File: config.mk
export PLATFORM = sky130hd
export DESIGN_NAME = name_sequencer_flat
export DESIGN_NICKNAME = d
export VERILOG_FILES = /design/src/rtl/name_display_pkg.sv /design/src/rtl/name_sequencer_if.sv /design/src/rtl/tick_prescaler.sv /design/src/rtl/name_sequencer.sv /design/src/flat_wrapper.sv
export SDC_FILE = /design/constraint.sdc
export NUM_CORES = 1
export LEC_CHECK = 0
export ABC_CLOCK_PERIOD_IN_PS = 5350
export BUFFER_PORTS_ARGS = -buffer_cell sky130_fd_sc_hd__clkbuf_2
export CAP_MARGIN = 40
export CORE_MARGIN = 2
export CORE_UTILIZATION = 60
export DETAILED_ROUTE_END_ITERATION = 6
export HOLD_SLACK_MARGIN = 0.08
export PLACE_DENSITY = 0.92
export RECOVER_POWER = 25
export SLEW_MARGIN = 20
export SYNTH_ARGS = -nofsm -noshare
export SYNTH_HDL_FRONTEND = slang
export SYNTH_SLANG_ARGS = --single-unit
File: constraint.sdc
create_clock -name clk -period 5.35 [get_ports clk]
set_clock_uncertainty 0.1 [all_clocks]
set_input_delay 0.535 -clock clk [delete_from_list [all_inputs] [get_ports clk]]
set_output_delay 0.535 -clock clk [all_outputs]
set_load 0.05 [all_outputs]
File: src/rtl/name_display_pkg.sv
// Shared definitions for the name display: blank code, letter indices and
// sequencer state/output types used by both the sequencer and the decoder.
package name_display_pkg;

    localparam logic [3:0] BLANK_CODE = 4'hF;

    // Letter indices of the displayed word, in display order.
    localparam logic [3:0] LTR_G = 4'd0;
    localparam logic [3:0] LTR_I = 4'd1;
    localparam logic [3:0] LTR_L = 4'd2;
    localparam logic [3:0] LTR_B = 4'd3;
    localparam logic [3:0] LTR_E = 4'd4;
    localparam logic [3:0] LTR_R = 4'd5;
    localparam logic [3:0] LTR_T = 4'd6;
    localparam logic [3:0] LTR_O = 4'd7;
    localparam int         WORD_LEN = 8;

    typedef enum logic [1:0] {
        IDLE  = 2'd0,
        SHOW  = 2'd1,
        GAP   = 2'd2,
        PAUSE = 2'd3
    } seq_state_t;

    typedef struct packed {
        logic [3:0] digit;
        logic       valid;
        logic       done;
    } disp_t;

    // Counter width able to hold 0..n-1 (at least one bit).
    function automatic int cnt_w(input int n);
        return (n < 2) ? 1 : $clog2(n);
    endfunction

endpackage

File: src/rtl/name_sequencer_if.sv
// Control/display bundle between the board controls, the sequencer and the decoder.
interface name_sequencer_if;
    import name_display_pkg::*;

    logic       en;
    logic       hold;
    logic [3:0] digit;
    logic       digit_valid;
    logic       word_done;

    modport master (
        output en, hold,
        input  digit, digit_valid, word_done
    );

    modport slave (
        input  en, hold,
        output digit, digit_valid, word_done
    );

endinterface

File: src/rtl/tick_prescaler.sv
// Free-running divide-by-DIV tick generator with synchronous clear and run gate.
module tick_prescaler #(
    parameter int DIV = 4
) (
    input  logic clk,
    input  logic rst,
    input  logic clr,
    input  logic run,
    output logic tick
);
    import name_display_pkg::*;

    localparam int CW = cnt_w(DIV);
    localparam logic [CW-1:0] TOP = CW'(DIV - 1);

    logic [CW-1:0] cnt;

    always_ff @(posedge clk or posedge rst) begin
        if (rst)
            cnt <= '0;
        else if (clr)
            cnt <= '0;
        else if (run)
            cnt <= (cnt == TOP) ? '0 : cnt + CW'(1);
    end

    // A frozen count must not keep re-firing, so tick is gated by run.
    assign tick = run && (cnt == TOP);

endmodule

File: src/rtl/name_sequencer.sv
// Steps the decoder's letter index through the word with blank gaps and an
// end-of-word pause; all outputs are registered from the next state.
module name_sequencer
    import name_display_pkg::*;
#(
    parameter int CLK_DIV     = 4,
    parameter int NUM_LETTERS = 8,
    parameter int SHOW_TICKS  = 2,
    parameter int GAP_TICKS   = 1,
    parameter int PAUSE_TICKS = 3
) (
    input  logic             clk,
    input  logic             rst,
    name_sequencer_if.slave  bus
);

    localparam int MAXT = (SHOW_TICKS > GAP_TICKS)
                        ? ((SHOW_TICKS > PAUSE_TICKS) ? SHOW_TICKS : PAUSE_TICKS)
                        : ((GAP_TICKS > PAUSE_TICKS) ? GAP_TICKS : PAUSE_TICKS);
    localparam int TW = cnt_w(MAXT);
    localparam logic [3:0] LAST = 4'(NUM_LETTERS - 1);

    seq_state_t    state, state_n;
    logic [3:0]    idx, idx_n;
    logic [TW-1:0] tcnt, tcnt_n;
    logic          done_n;
    logic          tick;
    logic          last;
    logic          gap_exit;
    int            span;
    disp_t         out_q;

    tick_prescaler #(.DIV(CLK_DIV)) u_presc (
        .clk  (clk),
        .rst  (rst),
        .clr  ((state == IDLE) || !bus.en),
        .run  (bus.en && !bus.hold),
        .tick (tick)
    );

    always_comb begin
        span = 1;
        unique case (state)
            SHOW:    span = SHOW_TICKS;
            GAP:     span = GAP_TICKS;
            PAUSE:   span = PAUSE_TICKS;
            default: span = 1;
        endcase
    end

    assign last = tick && (int'(tcnt) == span - 1);

    always_comb begin
        state_n  = state;
        idx_n    = idx;
        tcnt_n   = tcnt;
        done_n   = 1'b0;
        gap_exit = 1'b0;
        if (!bus.en) begin
            state_n = IDLE;
            idx_n   = '0;
            tcnt_n  = '0;
        end else if (!bus.hold) begin
            if (tick)
                tcnt_n = tcnt + TW'(1);
            unique case (state)
                IDLE: begin
                    state_n = SHOW;
                    idx_n   = '0;
                    tcnt_n  = '0;
                end
                SHOW: if (last) begin
                    tcnt_n = '0;
                    if (GAP_TICKS == 0)
                        gap_exit = 1'b1;
                    else
                        state_n = GAP;
                end
                GAP: if (last) begin
                    tcnt_n   = '0;
                    gap_exit = 1'b1;
                end
                PAUSE: if (last) begin
                    state_n = SHOW;
                    idx_n   = '0;
                    tcnt_n  = '0;
                end
                default: state_n = IDLE;
            endcase
            // End of a letter's gap: advance, or wrap and flag the finished word.
            if (gap_exit) begin
                if (idx >= LAST) begin
                    idx_n   = '0;
                    done_n  = 1'b1;
                    state_n = (PAUSE_TICKS == 0) ? SHOW : PAUSE;
                end else begin
                    idx_n   = idx + 4'd1;
                    state_n = SHOW;
                end
            end
        end
    end

    always_ff @(posedge clk or posedge rst) begin
        if (rst) begin
            state <= IDLE;
            idx   <= '0;
            tcnt  <= '0;
        end else begin
            state <= state_n;
            idx   <= idx_n;
            tcnt  <= tcnt_n;
        end
    end

    // Outputs follow the registered state; under hold state_n/idx_n are
    // unchanged, so the display freezes while done_n is forced low.
    always_ff @(posedge clk or posedge rst) begin
        if (rst) begin
            out_q <= '{digit: BLANK_CODE, valid: 1'b0, done: 1'b0};
        end else begin
            out_q.digit <= (state_n == SHOW) ? idx_n : BLANK_CODE;
            out_q.valid <= (state_n == SHOW);
            out_q.done  <= done_n;
        end
    end

    assign bus.digit       = out_q.digit;
    assign bus.digit_valid = out_q.valid;
    assign bus.word_done   = out_q.done;

endmodule

File: src/flat_wrapper.sv
// flat-port wrapper written by rule: the top's interface ports become plain ports
module name_sequencer_flat import name_display_pkg::*;
#(
    parameter int CLK_DIV     = 4,
    parameter int NUM_LETTERS = 8,
    parameter int SHOW_TICKS  = 2,
    parameter int GAP_TICKS   = 1,
    parameter int PAUSE_TICKS = 3
)
  (clk, rst, bus_en, bus_hold, bus_digit, bus_digit_valid, bus_word_done);
  name_sequencer_if bus_i ();
  input  logic clk;
  input  logic rst;
  input wire logic [$bits(bus_i.en)-1:0] bus_en;
  input wire logic [$bits(bus_i.hold)-1:0] bus_hold;
  output wire logic [$bits(bus_i.digit)-1:0] bus_digit;
  output wire logic [$bits(bus_i.digit_valid)-1:0] bus_digit_valid;
  output wire logic [$bits(bus_i.word_done)-1:0] bus_word_done;
  assign bus_i.en = bus_en;
  assign bus_i.hold = bus_hold;
  assign bus_digit = bus_i.digit;
  assign bus_digit_valid = bus_i.digit_valid;
  assign bus_word_done = bus_i.word_done;
  name_sequencer #(.CLK_DIV(CLK_DIV), .NUM_LETTERS(NUM_LETTERS), .SHOW_TICKS(SHOW_TICKS), .GAP_TICKS(GAP_TICKS), .PAUSE_TICKS(PAUSE_TICKS)) u_core (.clk(clk), .rst(rst), .bus(bus_i));
endmodule
# Word level (Yosys, flattened, before mapping)

Index checks and enable logic that the tools add are counted.

Register bits after elaboration: 16
Latch bits: 0
Memory bits (writable): 0
ROM bits: 0
Input bits: 4
Output and inout bits: 6
Logic and storage cells: 61
Memories kept: 0

$add $sub $neg: 4
Multiply operators: 0
Div/mod/pow operators: 0
Order comparisons: 1
Equal/unequal tests: 8
Shifts and indexed selects: 0
Muxes and demuxes: 31
Bitwise operators: 0
Reductions and logical operators: 10

Operators with widths:

| operator                                              | count |
|---|---|
| equality test 3 x 32 -> 1 bit                         | 1 |
| 2-to-1 mux 2 bit                                      | 13 |
| 2-to-1 mux 4 bit                                      | 6 |
| 2-to-1 mux 1 bit                                      | 8 |
| case mux 2 bit (2 select lines)                       | 2 |
| case mux 4 bit (2 select lines)                       | 1 |
| equality test 2 bit, second input constant            | 3 |
| case mux 2 bit (3 select lines)                       | 1 |
| adder 2 x 1 -> 2 bit, second input constant           | 2 |
| adder 4 x 1 -> 4 bit, second input constant           | 1 |
| equality test 2 x 1 -> 1 bit, second input constant   | 2 |
| >= comparator 4 x 3 -> 1 bit, second input constant   | 1 |
| inequality test 4 x 2 -> 1 bit, second input constant | 1 |
| logical AND 1 bit                                     | 3 |
| OR reduction 3 bit                                    | 1 |
| subtractor 2 x 1 -> 3 bit, second input constant      | 1 |
| zero test 1 bit                                       | 2 |
| zero test 2 bit                                       | 1 |
| inequality test 2 bit, second input constant          | 1 |
| AND reduction 2 bit                                   | 1 |
| nonzero test 2 bit                                    | 1 |
| logical OR 1 bit                                      | 1 |

# Depth between registers and ports, before layout

Depth after elaboration: 14
Mapped depth: 7
Mapped depth without buffers: 7

# By module

A second synthesis with hierarchy kept.

Cell total of the unflattened synthesis: 98
Area total of the unflattened synthesis: 991.0 um^2

By module, submodules not included:

| module         | times used | cells each | area each (um^2) | seq. area each (um^2) |
|---|---|---|---|---|
| name_sequencer | 1          | 88         | 880.8            | 355.3 |
| tick_prescaler | 1          | 10         | 110.1            | 50.0 |

# Least setup slack after synthesis

Ideal clock, no wire load.

Path type: flip-flop to flip-flop
Start point: reg u_core.state[1]
End point: reg u_core.bus.digit[0] (netlist name)
Library setup time: 81 ps
Arrival time: 1,872 ps
Required time: 5,169 ps
Path slack: 3,297 ps
Cell stages (with the launch flop): 8
Buffers on the path: 0
Period minus slack after synthesis: 2,053 ps
Path through: dfrtp_1 > inv_1 > ha_1 > xnor2_2 > nand4b_1 > a2111oi_2 > a2111oi_4 > o211ai_1

Cells in the longest elaborated chain, start to end: 14
Elaborated cells between the ends (all ways): 25
Those cells by class: add/sub: 1; eq/ne: 5; mux: 17; reduce/logical: 2

Ends and longest elaborated chain:

| item                                                                       | line                                       | text |
|---|---|---|
| start: declaration                                                         | name_sequencer.sv:23                       | `seq_state_t state, state_n;` |
| start signal: assignment                                                   | name_sequencer.sv:110                      | `state <= state_n;` |
| equality test 2 bit / equality test 2 x 1 -> 1 bit (equally long branches) | name_sequencer.sv:43, name_sequencer.sv:66 |  |
| case mux 2 bit (2 select lines)                                            | name_sequencer.sv:43                       | `unique case (state)` |
| subtractor 2 x 1 -> 3 bit                                                  | name_sequencer.sv:51                       | `assign last = tick && (int'(tcnt) == span - 1);` |
| equality test 3 x 32 -> 1 bit                                              | name_sequencer.sv:51                       |  |
| logical AND 1 bit                                                          | name_sequencer.sv:51                       |  |
| 2-to-1 mux 1 bit                                                           | name_sequencer.sv:79                       | `GAP: if (last) begin` |
| 2-to-1 mux 1 bit                                                           | name_sequencer.sv:66                       | `unique case (state)` |
| 2-to-1 mux 1 bit                                                           | name_sequencer.sv:63                       | `end else if (!bus.hold) begin` |
| 2-to-1 mux 1 bit                                                           | name_sequencer.sv:59                       | `if (!bus.en) begin` |
| 2-to-1 mux 2 bit                                                           | name_sequencer.sv:91                       | `if (gap_exit) begin` |
| 2-to-1 mux 2 bit                                                           | name_sequencer.sv:63                       |  |
| 2-to-1 mux 2 bit                                                           | name_sequencer.sv:59                       |  |
| equality test 2 x 1 -> 1 bit                                               | name_sequencer.sv:122                      | `out_q.digit <= (state_n == SHOW) ? idx_n : BLANK_CODE;` |
| 2-to-1 mux 4 bit *                                                         | name_sequencer.sv:122                      |  |

Mark *: on every way between the ends. The rest lies on a longest branch, timed or not. The select of a mux whose other input is x is not followed.
A chain may end at the register's enable or synchronous reset.

# Final worst setup path

Start point: reg u_core.state[1]
End point: reg u_core.bus.digit[0] (netlist name)

Cells in the longest elaborated chain, start to end: 14
Elaborated cells between the ends (all ways): 25
Those cells by class: add/sub: 1; eq/ne: 5; mux: 17; reduce/logical: 2

Ends and longest elaborated chain:

| item                                                                       | line |
|---|---|
| equality test 2 bit / equality test 2 x 1 -> 1 bit (equally long branches) | name_sequencer.sv:43, name_sequencer.sv:66 |
| case mux 2 bit (2 select lines)                                            | name_sequencer.sv:43 |
| subtractor 2 x 1 -> 3 bit                                                  | name_sequencer.sv:51 |
| equality test 3 x 32 -> 1 bit                                              | name_sequencer.sv:51 |
| logical AND 1 bit                                                          | name_sequencer.sv:51 |
| 2-to-1 mux 1 bit                                                           | name_sequencer.sv:79 |
| 2-to-1 mux 1 bit                                                           | name_sequencer.sv:66 |
| 2-to-1 mux 1 bit                                                           | name_sequencer.sv:63 |
| 2-to-1 mux 1 bit                                                           | name_sequencer.sv:59 |
| 2-to-1 mux 2 bit                                                           | name_sequencer.sv:91 |
| 2-to-1 mux 2 bit                                                           | name_sequencer.sv:63 |
| 2-to-1 mux 2 bit                                                           | name_sequencer.sv:59 |
| equality test 2 x 1 -> 1 bit                                               | name_sequencer.sv:122 |
| 2-to-1 mux 4 bit *                                                         | name_sequencer.sv:122 |

Marks and branches as above.

==> run summary <==
diode count = 0
NetSw = 73.0 uW
DRT Pass-1 Iters = 5
DRT iter0 DRCs = 37
Clock Sinks = 16
largest cells by area after synthesis = dfrtp_1 31%, dfstp_2 11%, ha_1 10%
Leak = 0.474 nW
cells after synthesis = 94
kind of critical path = register to register
sequential element share of the synthesized area = 0.418
count of distinct cell types in the synthesized netlist = 34
top cells by count, synth = 12 x dfrtp_1, 9 x nand2_1, 8 x ha_1, 8 x nor2_1, 7 x a21oi_1
syn avg cell area = 10.3 sq um
Worst EP required = 5.47 ns
CTS root buf = clkbuf_4
H-Tree Level Count = 1
total number of vias = 762
Mapped Nets = 106
die width = 44.2 um
dpl hpwl = 1.37 mm
Wirelength per Cell = 14.8 um
Area after DPL = 0.00103 sq mm
row cnt = 14
Least-Margin Pin Slew = 0.566 ns
post-synth design cell area = 971 sq um
Max Transition Viols Final = 0
synthesis-to-layout area growth = 9.92%
die area = 0.00196 sq mm
Avg Vias per Cell = 6.25
vias in the first global route = 656
power per cell area = 236 mW/mm^2
Simple-Gate Fraction of Synth Area = 0.213
mux cell area share after synthesis = 0.0103
Die H = 44.2 um
top-count cell post-synth = dfrtp_1
Tcrit/Tclk final = 0.431
fmax = 434 MHz
Post-synth ARST share = 1.00
worst-path maximum fanout = 8
clock network power share = 0.330
grt ovf = 0
share of cells above drive strength 1 = 0.226
Post-synth EDFFs = 0
CORE AREA = 0.00151 sq mm
RSZ-0062 raised after global routing = false
Inserted Clock Buffers = 3
CTS clock-pin slew for the worst setup and hold paths = 0.11 ns
status = finished, final reports clean
postcts setup bufs = 0
final setup vio count = 0
hold buffer count at cts = 0
max cap viols = 0
DR DRC count = 0
CTS resizes = 0
GP Congestion = 0.909
largest net degree at the start of global routing = 17
Synth Area in Compound Gates = 0.186
post-synth top area share = 0.309
drt total wl = 1.81 mm
# IOs = 10
Peak VDD IR = 0.143 mV
clk_lat worst skew = 0.30 ns
Final Cell Area = 0.00107 sq mm
power share of the sequential group = 0.511
initial antenna violation count = 0
Final Hold Viols = 0
GRT Util Overall = 0.207
nets@finish = 119
main combinational cell family by area after synthesis = simple AND/OR/NAND/NOR gates
Synth Register Bits = 16
Data arrival, critical path = 2.42 ns
Gate power share = 0.159
P_int = 179 uW
CTS tree = done
sw frac = 0.290
Synth Area in Adders = 0.103
DRT antenna net count = 0
Synth Area in XOR/XNOR = 0.0425
setup TNS = 0 ns
global-route wire length before repair = 2.97 mm
Max transition margin = 0.622
min-delay worst type = input pin to async pin
# port buffers = 9
dominant synthesized flop cell = dfrtp_1
CP Launch Type = register
CP Capture Type = register
Max Buffers Root-to-Sink = 2
Initial Utilization = 0.645
post-synth top area cell = dfrtp_1
yosys warns = 0
Final Critical Period = 2.30 ns
## power by group through the flow
stage / sequential (mW) / combinational (mW) / clock [mW]
global placement: 0.131 / 0.0391 / 0
finish: 0.129 / 0.0401 / 0.0832
CTS: 0.129 / 0.0403 / 0.0836
detailed placement: 0.131 / 0.0403 / 0
floorplan: 0.143 / 0.0195 / 0
global route: 0.129 / 0.0437 / 0.0867
## per-stage QoR
stage | hold WS, ns | total power, mW | util | worst slack [ns] | cells
2_1_floorplan | 0.346 | 0.162 | - | 3.30 | 94
3_3_place_gp | 0.405 | 0.170 | 0.684 | 3.19 | 118
3_5_place_dp | 0.421 | 0.171 | 0.684 | 3.09 | 118
4_1_cts | 0.180 | 0.253 | 0.708 | 3.07 | 122
5_1_grt | 0.219 | 0.260 | 0.708 | 2.88 | 122
6_report | 0.151 | 0.252 | 0.708 | 3.05 | 122
## per-layer routing
metal | wire length, um | GRT usage
met5 | 0 | 0
met4 | 27 | 0.0727
met3 | 79 | 0.0245
met2 | 801 | 0.312
met1 | 899 | 0.309
## cell families (layout without fill, tap and decap cells)
logic type | after synthesis | after routing
flops | 16 | 16
buf+inv | 7 | 19
mux | 1 | 1
xor+xnor | 3 | 3
fa+ha+maj | 8 | 8
compound gates | 22 | 22
simple gates | 37 | 37
## cell type report
cell class | instances | area (sq um)
multi-input cells | 71 | 538
fillers | 107 | 439
flip-flops and latches | 16 | 405
repair buffers | 9 | 45.0
clock buffers | 4 | 36.3
inverters | 6 | 22.5
well taps | 16 | 20.0
## cell usage in the layout (no fill, tap or decap), types with 2 or more instances in the layout
master | netlist | final
nand2_1 | 9 | 9
nand2b_1 | 4 | 4
dfrtp_1 | 12 | 12
nor3_1 | 3 | 3
clkbuf_2 | 0 | 9
ha_1 | 8 | 8
xnor2_2 | 2 | 2
a21oi_1 | 7 | 7
nor2_1 | 8 | 8
o21ai_1 | 3 | 3
o21ai_0 | 2 | 2
clkbuf_4 | 0 | 3
dfstp_2 | 4 | 4
inv_1 | 6 | 6
nand3_1 | 4 | 4
o211ai_1 | 2 | 2
## path summary, 6_finish.rpt
path	startpoint	to	slack (ns)	cells past startpoint
max	u_core.state[1]	u_core.bus.digit[0]	3.05	7
min	rst	u_core.u_presc.cnt[0]	0.15	2
max reg2reg	u_core.state[1]	u_core.bus.digit[0]	3.05	7
min reg2reg	u_core.idx[0]	u_core.bus.digit[0]	0.44	1
max in group asynchronous	rst	u_core.bus.digit[2]	4.61	2
min in group clk	u_core.idx[0]	u_core.bus.digit[0]	0.44	1
## state kept, by name (all words and copies together), names as in the netlist
name and count:
u_core.idx 4, u_core.tcnt 2, u_core.bus.word_done 1, u_core.state 2, u_core.bus.digit 4, u_core.bus.digit_valid 1
u_core.u_presc.cnt 2
## critical path, cell delays in order, from the launching register on
cell,delay (ns)
dfrtp_1,0.47
inv_1,0.13
ha_1,0.26
xnor2_2,0.33
nand4b_1,0.17
a2111oi_2,0.55
a2111oi_4,0.11
o211ai_1,0.11
(Power assumes the default switching activity.)
